<file path="src/rtl/nat_arb_pkg.sv">
// nat_arb_pkg: shared state, client-count and client-index types for nat_mem_arb
package nat_arb_pkg;
  localparam int NCLIENT = 2;
  typedef logic [$clog2(NCLIENT)-1:0] client_t;
  typedef enum logic [1:0] {ARB_IDLE, ARB_REQ, ARB_RWAIT, ARB_RESP} arb_state_t;
endpackage

</file>
<file path="src/rtl/nat_arb_rr.sv">
// nat_arb_rr: two-requester round-robin picker; NAT_MEM_ARB_FIXED_PRIO_EN bypasses it to fixed priority (client 0 first)
module nat_arb_rr
  import nat_arb_pkg::*;
(
  input  logic               aclk_i,
  input  logic               aresetn_i,
  input  logic [NCLIENT-1:0] i_req,
  input  logic               i_upd,
  output client_t            o_gnt
);
`ifdef NAT_MEM_ARB_FIXED_PRIO_EN
  assign o_gnt = client_t'(~i_req[0]);
`else
  client_t r_last;
  // r_last only moves on contested grants, so a lone requester never steals the next tie
  assign o_gnt = (&i_req) ? ~r_last : client_t'(~i_req[0]);
  always_ff @(posedge aclk_i or negedge aresetn_i)
    if (!aresetn_i) r_last <= client_t'(1);
    else if (i_upd) r_last <= o_gnt;
`endif
endmodule

</file>
<file path="src/rtl/nat_mem_arb.sv">
// nat_mem_arb: two-client native memory arbiter, one op outstanding; NAT_MEM_ARB_FIXED_PRIO_EN selects fixed priority
module nat_mem_arb
  import nat_arb_pkg::*;
#(
  parameter int ADDR_W    = 32,
  parameter int NATIVE_DW = 256
) (
  input  logic                               aclk_i,
  input  logic                               aresetn_i,
  input  logic [NCLIENT-1:0]                 c_write_valid_i,
  input  logic [NCLIENT-1:0][ADDR_W-1:0]     c_write_addr_i,
  input  logic [NCLIENT-1:0][NATIVE_DW-1:0]  c_write_data_i,
  input  logic [NCLIENT-1:0]                 c_read_valid_i,
  input  logic [NCLIENT-1:0][ADDR_W-1:0]     c_read_addr_i,
  output logic [NCLIENT-1:0]                 c_read_valid_o,
  output logic [ADDR_W-1:0]                  c_read_addr_o,
  output logic [NATIVE_DW-1:0]               c_read_data_o,
  output logic                               mem_req_o,
  output logic                               mem_we_o,
  output logic [ADDR_W-1:0]                  mem_addr_o,
  output logic [NATIVE_DW-1:0]               mem_wdata_o,
  input  logic                               mem_ready_i,
  input  logic                               mem_rvalid_i,
  input  logic [NATIVE_DW-1:0]               mem_rdata_i,
  output logic [NCLIENT-1:0]                 ovf_o
);
  arb_state_t                        r_state;
  client_t                           r_owner, w_gnt;
  logic [NCLIENT-1:0]                r_wv, r_rv, r_ovf, r_rvo;
  logic [NCLIENT-1:0][ADDR_W-1:0]    r_wa, r_ra;
  logic [NCLIENT-1:0][NATIVE_DW-1:0] r_wd;
  logic                              r_req, r_we;
  logic [ADDR_W-1:0]                 r_addr, r_rd_addr;
  logic [NATIVE_DW-1:0]              r_wdata, r_rd_data;
  logic [NCLIENT-1:0]                w_pend, w_own, w_clr_w, w_clr_r, w_cap_w, w_cap_r, w_drop;
  logic                              w_acc;

  assign w_pend  = r_wv | r_rv;
  assign w_own   = NCLIENT'(1) << r_owner;
  assign w_acc   = r_req & mem_ready_i;
  assign w_clr_w = (w_acc & r_we) ? w_own : '0;
  assign w_clr_r = (w_acc & ~r_we) ? w_own : '0;
  // a slot being freed this edge can take a new pulse; a busy slot drops it
  assign w_cap_w = c_write_valid_i & (~r_wv | w_clr_w);
  assign w_cap_r = c_read_valid_i & (~r_rv | w_clr_r);
  assign w_drop  = (c_write_valid_i & r_wv & ~w_clr_w) | (c_read_valid_i & r_rv & ~w_clr_r);

  nat_arb_rr u_rr (
    .aclk_i    (aclk_i),
    .aresetn_i (aresetn_i),
    .i_req     (w_pend),
    .i_upd     ((r_state == ARB_IDLE) & (&w_pend)),
    .o_gnt     (w_gnt)
  );

  always_ff @(posedge aclk_i or negedge aresetn_i) begin
    if (!aresetn_i) begin
      r_wv  <= '0;
      r_rv  <= '0;
      r_wa  <= '0;
      r_ra  <= '0;
      r_wd  <= '0;
      r_ovf <= '0;
    end else begin
      r_wv  <= (r_wv & ~w_clr_w) | w_cap_w;
      r_rv  <= (r_rv & ~w_clr_r) | w_cap_r;
      r_ovf <= r_ovf | w_drop;
      for (int c = 0; c < NCLIENT; c++) begin
        if (w_cap_w[c]) begin
          r_wa[c] <= c_write_addr_i[c];
          r_wd[c] <= c_write_data_i[c];
        end
        if (w_cap_r[c]) r_ra[c] <= c_read_addr_i[c];
      end
    end
  end

  always_ff @(posedge aclk_i or negedge aresetn_i) begin
    if (!aresetn_i) begin
      r_state   <= ARB_IDLE;
      r_owner   <= '0;
      r_req     <= 1'b0;
      r_we      <= 1'b0;
      r_addr    <= '0;
      r_wdata   <= '0;
      r_rvo     <= '0;
      r_rd_addr <= '0;
      r_rd_data <= '0;
    end else begin
      case (r_state)
        ARB_IDLE: if (|w_pend) begin
          r_owner <= w_gnt;
          r_we    <= r_wv[w_gnt];
          r_addr  <= r_wv[w_gnt] ? r_wa[w_gnt] : r_ra[w_gnt];
          r_wdata <= r_wv[w_gnt] ? r_wd[w_gnt] : '0;
          r_req   <= 1'b1;
          r_state <= ARB_REQ;
        end
        ARB_REQ: if (mem_ready_i) begin
          r_req   <= 1'b0;
          r_state <= r_we ? ARB_IDLE : ARB_RWAIT;
        end
        ARB_RWAIT: if (mem_rvalid_i) begin
          r_rd_addr <= r_addr;
          r_rd_data <= mem_rdata_i;
          r_rvo     <= w_own;
          r_state   <= ARB_RESP;
        end
        ARB_RESP: begin
          r_rvo   <= '0;
          r_state <= ARB_IDLE;
        end
      endcase
    end
  end

  assign c_read_valid_o = r_rvo;
  assign c_read_addr_o  = r_rd_addr;
  assign c_read_data_o  = r_rd_data;
  assign mem_req_o      = r_req;
  assign mem_we_o       = r_we;
  assign mem_addr_o     = r_addr;
  assign mem_wdata_o    = r_wdata;
  assign ovf_o          = r_ovf;
endmodule

</file>
<file path="config.mk">
export PLATFORM = sky130hd
export DESIGN_NAME = nat_mem_arb
export DESIGN_NICKNAME = d
export VERILOG_FILES = /design/src/rtl/nat_arb_pkg.sv /design/src/rtl/nat_arb_rr.sv /design/src/rtl/nat_mem_arb.sv
export SDC_FILE = /design/constraint.sdc
export NUM_CORES = 2
export LEC_CHECK = 0
export BUFFER_PORTS_ARGS = -buffer_cell sky130_fd_sc_hd__buf_4
export CAP_MARGIN = 20
export CORE_AREA = 2 2 574 576
export DETAILED_ROUTE_END_ITERATION = 12
export DIE_AREA = 0 0 576 578
export HOLD_SLACK_MARGIN = 0.06
export PLACE_DENSITY = 0.41
export SLEW_MARGIN = 30
export SYNTH_ARGS = -nofsm -noshare
export SYNTH_HDL_FRONTEND = slang
export SYNTH_HIERARCHICAL = 1
export SYNTH_SLANG_ARGS = --single-unit
</file>
<file path="constraint.sdc">
create_clock -name aclk_i -period 6.7 [get_ports aclk_i]
set_input_delay 2.01 -clock aclk_i [delete_from_list [all_inputs] [get_ports aclk_i]]
set_output_delay 2.01 -clock aclk_i [all_outputs]
set_load 0.01 [all_outputs]
</file>
# --- Yosys cells after proc, flatten, opt, wreduce, memory -nomap -nowiden ---
# Cells that the tools add are included.
# W data, S select, Z words.
totals:
  output_inout_bits: 582
  word_cells: 86
  regBits: 1230
classes:
  shift: 1
  n_eq_ne: 6
  bitwise: 26
  n_lt_le_gt_ge: 1
  mux: 23
  reduce_logical: 10
ops:
  columns: ["op", "n"]
  rows:
  - ["$mux W256", 3]
  - ["$mux W32", 5]
  - ["$and A2 B2 Y2", 8]
  - ["$mux W2", 7]
  - ["$or A2 B2 Y2", 7]
  - ["$not A2 Y2", 4]
  - ["$pmux W2 S4", 1]
  - ["$reduce_and A2 Y1", 4]
  - ["$reduce_and A3 Y1", 2]
  - ["$mux W1", 5]
  - ["$and A1 B1 Y1", 4]
  - ["$eq A2 B2 Y1 const B", 2]
  - ["$ne A2 B2 Y1 const B", 2]
  - ["$pmux W2 S2", 1]
  - ["$reduce_bool A2 Y1", 2]
  - ["$not A1 Y1", 3]
  - ["$eq A2 B1 Y1 const B", 1]
  - ["$logic_not A2 Y1", 1]
  - ["$lt A1 B2 Y1 const B", 1]
  - ["$ne A2 B1 Y1 const B", 1]
  - ["$pmux W1 S2", 1]
  - ["$reduce_or A2 Y1", 1]
  - ["$shl A1 B1 Y2 const A", 1]

# --- Longest topological paths before layout ---
depth:
  ltp_word: 7
  depth_mapped: 10
  ltp_nobuf: 6

# --- By module ---
# Netlist, hierarchy kept.
modules_own_cells:
  columns: ["module", "cells_per_inst", "seq_area_each_um2", "area_per_inst_um2", "instances"]
  rows:
  - ["nat_mem_arb", 3299, 30754.5, 51742.1, 1]
  - ["nat_arb_rr", 5, 26.3, 53.8, 1]

# --- Worst setup path after synthesis ---
# No wires, ideal clock.
synth_path:
  path_type: "input-to-reg"
  start: "input mem_ready_i"
  end: "register r_wd[235] (netlist name)"
  setup_slack_ns: 3.345
  arrival_ns: 3.230
  setup_time_ns: 0.125
  path_stages: 6
  cell_sequence: "nand4b_1 > a21boi_0 > buf_2 > buf_2 > buf_2 > mux2_2"
synth_between:
  elab_chain_cells: 5
synth_lines:
  columns: ["item", "line", "source"]
  rows:
  - ["from (decl)", "nat_mem_arb.sv:22", "input logic mem_ready_i,"]
  - ["$and A1 B1 Y1", "nat_mem_arb.sv:40", "assign w_acc = r_req & mem_ready_i;"]
  - ["$and A1 B1 Y1", "nat_mem_arb.sv:41", "assign w_clr_w = (w_acc & r_we) ? w_own : '0;"]
  - ["$mux W2", "nat_mem_arb.sv:41", null]
  - ["$or A2 B2 Y2", "nat_mem_arb.sv:44", "assign w_cap_w = c_write_valid_i & (~r_wv | w_clr_w);"]
  - ["$and A2 B2 Y2", "nat_mem_arb.sv:44", null]
  - ["to (signal, indexed assignment)", "nat_mem_arb.sv:71", "r_wd[c] <= c_write_data_i[c];"]
  - ["to (decl)", "nat_mem_arb.sv:31", "logic [NCLIENT-1:0][NATIVE_DW-1:0] r_wd;"]
# Every way passes these cells.
# A chain may end at the register's enable or synchronous reset.

# --- Final worst setup path ---
layout_path:
  start: "register r_wv[0]"
  end: "register r_wdata[102], in the netlist mem_wdata_o[102]"
layout_between:
  elab_chain_cells: 6
layout_lines:
  columns: ["item", "line", "source"]
  rows:
  - ["from (decl)", "nat_mem_arb.sv:29", "logic [NCLIENT-1:0] r_wv, r_rv, r_ovf, r_rvo;"]
  - ["from (signal assigned)", "nat_mem_arb.sv:65", "r_wv <= (r_wv & ~w_clr_w) | w_cap_w;"]
  - ["$or A2 B2 Y2 (*)", "nat_mem_arb.sv:38", "assign w_pend = r_wv | r_rv;"]
  - ["via w_pend[0]", "nat_mem_arb.sv:35", "logic [NCLIENT-1:0] w_pend, w_own, w_clr_w, w_clr_r, w_cap_w, w_cap_r, w_drop;"]
  - ["$reduce_and A2 Y1 or $not A1 Y1 (tied branches)", "nat_arb_rr.sv:16", "assign o_gnt = (&i_req) ? ~r_last : client_t'(~i_req[0]);"]
  - ["$mux W1 (*)", "nat_arb_rr.sv:16", null]
  - ["via w_gnt", "nat_mem_arb.sv:28", "client_t r_owner, w_gnt;"]
  - ["$mux W256 (implied by the code) or $mux W1 (tied branches) (2 in a row)", "nat_mem_arb.sv:95", "r_wdata <= r_wv[w_gnt] ? r_wd[w_gnt] : '0;"]
  - ["$mux W256 (*)", "nat_mem_arb.sv:95", null]
  - ["to (signal assigned)", "nat_mem_arb.sv:95", null]
  - ["to (decl)", "nat_mem_arb.sv:34", "logic [NATIVE_DW-1:0] r_wdata, r_rd_data;"]
# The timed path passes the listed nets; every way through them passes the cells marked *. The select of a mux whose other input is x is not followed.

==> flow_summary_export.csv <==
group,metric,value,unit
run_status,status,"finished, final reports clean",
timing,finalHoldViolCount,0,
critical_path,r2r_cells,7,
timing,period_share,0.564,
power_and_ir_drop,p_sw_frac,0.351,
synth,syn-cell-area,51800,um^2
critical_path,critPathLaunchType,"flop",
floorplan,start_util,0.159,
power_and_ir_drop,p_per_area,521,nW/um^2
critical_path,path_max_fanout,94,
synth,post-synth-top-count-cell,"dfrtp_1",
timing,drv_slew,0,
cts,cts_buffers,161,
floorplan,die_w,576,um
min_path,holdPathStages,2,
cts,clk_pin_slew,0.06,ns
cts,ctsHoldBuffers,0,
synth,avgSynthCellArea,15.7,um^2
timing,skew,0.0289,ns
synth,synth_edf_count,0,
power_and_ir_drop,irDropWorstVdd,0.243,mV
placement,numPortBuffers,1485,
power_and_ir_drop,pwr-share-clk,0.228,
global_routing,antenna_found_initial,130,
floorplan,die_area,333000,um^2
drt,wirelength,250000,um
placement,dpl_cell_area,67800,um^2
drt,drt-initial-drc-count,1400,
floorplan,core_area,326000,um^2
global_routing,grt_overflow_total,0,
drt,dr.pass1.iters,4,
critical_path,critPathArrivalTime,4.45,ns
power_and_ir_drop,power.internal,24800,uW
final_layout,ff_latch_area,30800,um^2
final_layout,design_area,73300,um^2
cts,clock_latency,0.81,ns
synth,synth.area.top_cells,"dfrtp_1 59%, mux2_2 20%, mux2_4 8.3%, mux2i_1 6.8%, nor2_1 1.9%",
synth,ys_ff_latch,1230,
run,drv_cap,0,
synth,syn_nets,4208,
final_layout,nets,5726,
floorplan,fp.dieH,578,um
power_and_ir_drop,pwr-share-seq,0.355,
timing,hold_slack,0.494,ns
synth,ys.flop_type,"dfrtp_1",
final_layout,multi_input_area,19600,um^2
timing,rsz0062_at_grt,"no",
timing,finalSetupTns,0,ns
global_routing,grt_max_degree,159,
timing,max_slew.worst_pin.slew,1.02,ns
min_path,hp-class,"flop to flop",
drt,num_vias,33700,
power_and_ir_drop,total_leakage_power,0.0336,uW
floorplan,rows,210,
timing,setup_viol,0,
timing,max_freq,265,MHz
cts,cts_tree,"yes",
cts,cts.htree.levels,4,
synth,async_reset_ff_frac,1.00,
synth,yosysSeqAreaShare,0.594,
cts,cts_resized,0,
power_and_ir_drop,combPwrFrac,0.417,
critical_path,end_kind,"flop",
global_routing,grt_pass1_wl,331000,um
synth,synth_top_area_frac,0.594,
synth,post-synth-top-area-cell,"dfrtp_1",
global_routing,track_usage,0.145,
floorplan,ios,1486,
placement,gp_congestion,0.813,
synth,synth_warnings,6,
final_layout,synthToLayoutAreaGrowth,41.4,%
placement,dp_hpwl,196000,um
drt,route.detailed.drc,0,
cts,post-cts-setup-buffer-count,0,
global_routing,grt_pass1_vias,36400,
synth,synth_commonest_cells,"1229 x dfrtp_1, 929 x mux2_2, 353 x mux2i_1, 288 x mux2_4, 258 x nor2_1",
synth,ys_types,34,
timing,fin_crit,3.78,ns
drt,ant_nets,0,
cts,clock-root-buffer,"clkbuf_16",
timing,slew_headroom,0.318,
power_and_ir_drop,p_switching,13400,uW
synth,synthCells,3304,
cts,cts_sinks,1230,
critical_path,worst-setup-path-type,"flop to flop",
cts,clockBufferDepth,4,
power_and_ir_drop,totalPowerFinal,38200,uW
final_layout,drive_gt1_frac,0.612,
drt,via_per_inst,3.61,
drt,post_drt_wl_per_cell,26.8,um
final_layout,n_fill_cell,34900,
critical_path,cp.required,7.37,ns
worst max-delay path, cell delays in order, from the launching register on:
cell and delay (ns):
dfrtp_1 0.49, or2_2 0.39, nand2_4 0.55, buf_12 0.57
buf_4 0.59, mux2i_1 0.37, nor2_1 0.08, mux2_4 0.29
final timing paths:
kind                            from            endpoint  slack (ns)
setup / recovery             r_wv[0]    mem_wdata_o[102]        2.92
hold / removal              ovf_o[1]            ovf_o[1]        0.49
setup reg to reg             r_wv[0]    mem_wdata_o[102]        2.92
hold reg to reg             ovf_o[1]            ovf_o[1]        0.49
max in group asynchronous  aresetn_i    mem_wdata_o[101]        3.93
min in group asynchronous  aresetn_i  c_read_data_o[127]        1.16
registers in the layout, summed over array words and instances, names as in the netlist, named ones only:
| register | cells |
|---|---|
| mem_wdata_o | 256 |
| mem_req_o | 1 |
| mem_addr_o | 32 |
| mem_we_o | 1 |
| c_read_valid_o | 2 |
| u_rr/r_last | 1 |
| r_wv | 2 |
| r_ra | 64 |
| c_read_addr_o | 32 |
| ovf_o | 2 |
| r_wd | 512 |
| r_state | 1 |
| r_rv | 2 |
| c_read_data_o | 256 |
| r_owner | 1 |
| r_wa | 64 |
layout by cell type, fill, tap and decap left out, types with 5 or more instances in the layout:
cell	synthesis	final
clkinv_2	0	25
mux2_4	288	288
buf_4	0	1530
mux2_2	929	929
buf_16	0	5
bufinv_16	0	7
inv_6	0	5
buf_12	31	22
dfrtp_1	1229	1229
clkbuf_8	0	29
diode_2	0	32
clkbuf_1	34	50
nor2_1	258	258
mux2i_1	353	351
clkbuf_16	0	162
power groups by stage:
stage / registers [uW] / logic, uW / clock network (uW)
detailed placement: 13700 / 16400 / 0
CTS: 13600 / 16400 / 9080
global route: 14000 / 17200 / 9350
finish: 13600 / 15900 / 8710
global placement: 13600 / 16200 / 0
floorplan: 13600 / 8850 / 0
layer usage:
layer | part of all wire | track usage
met4 | 0.027 | 0.0385
met2 | 0.47 | 0.235
met1 | 0.40 | 0.169
met5 | 0.0018 | 0
met3 | 0.11 | 0.0694
stage by stage:
step / util / std cells / setup WS (ns)
after global routing: 0.224 / 9311 / 2.78
final: 0.224 / 9328 / 2.92
after global placement: 0.208 / 9001 / 2.17
after detailed placement: 0.208 / 9002 / 2.34
after CTS: 0.224 / 9293 / 2.89
after floorplan: - / 3304 / 3.35
area by class of cell:
class / instances / share of cell area
Inverter: 4 / 0.000205
Sequential cell: 1230 / 0.420
Clock inverter: 50 / 0.00832
Antenna cell: 32 / 0.00109
Multi-Input combinational cell: 1868 / 0.268
Timing Repair Buffer: 1557 / 0.165
Clock buffer: 241 / 0.0633
Tap cell: 4346 / 0.0742
kinds of logic (layout without fill, tap and decap cells):
kind of cell | count (synthesis) | after routing | synth area share
and+or+nand+nor | 276 | 276 | 0.0211
AOI/OAI and AO/OA | 22 | 22 | 0.00285
muxes | 1570 | 1570 | 0.354
DFF | 1230 | 1230 | 0.594
buffers and inverters | 206 | 1852 | 0.0281
other | 0 | 32 | 0
No activity file was read; power rests on OpenSTA's default activity.
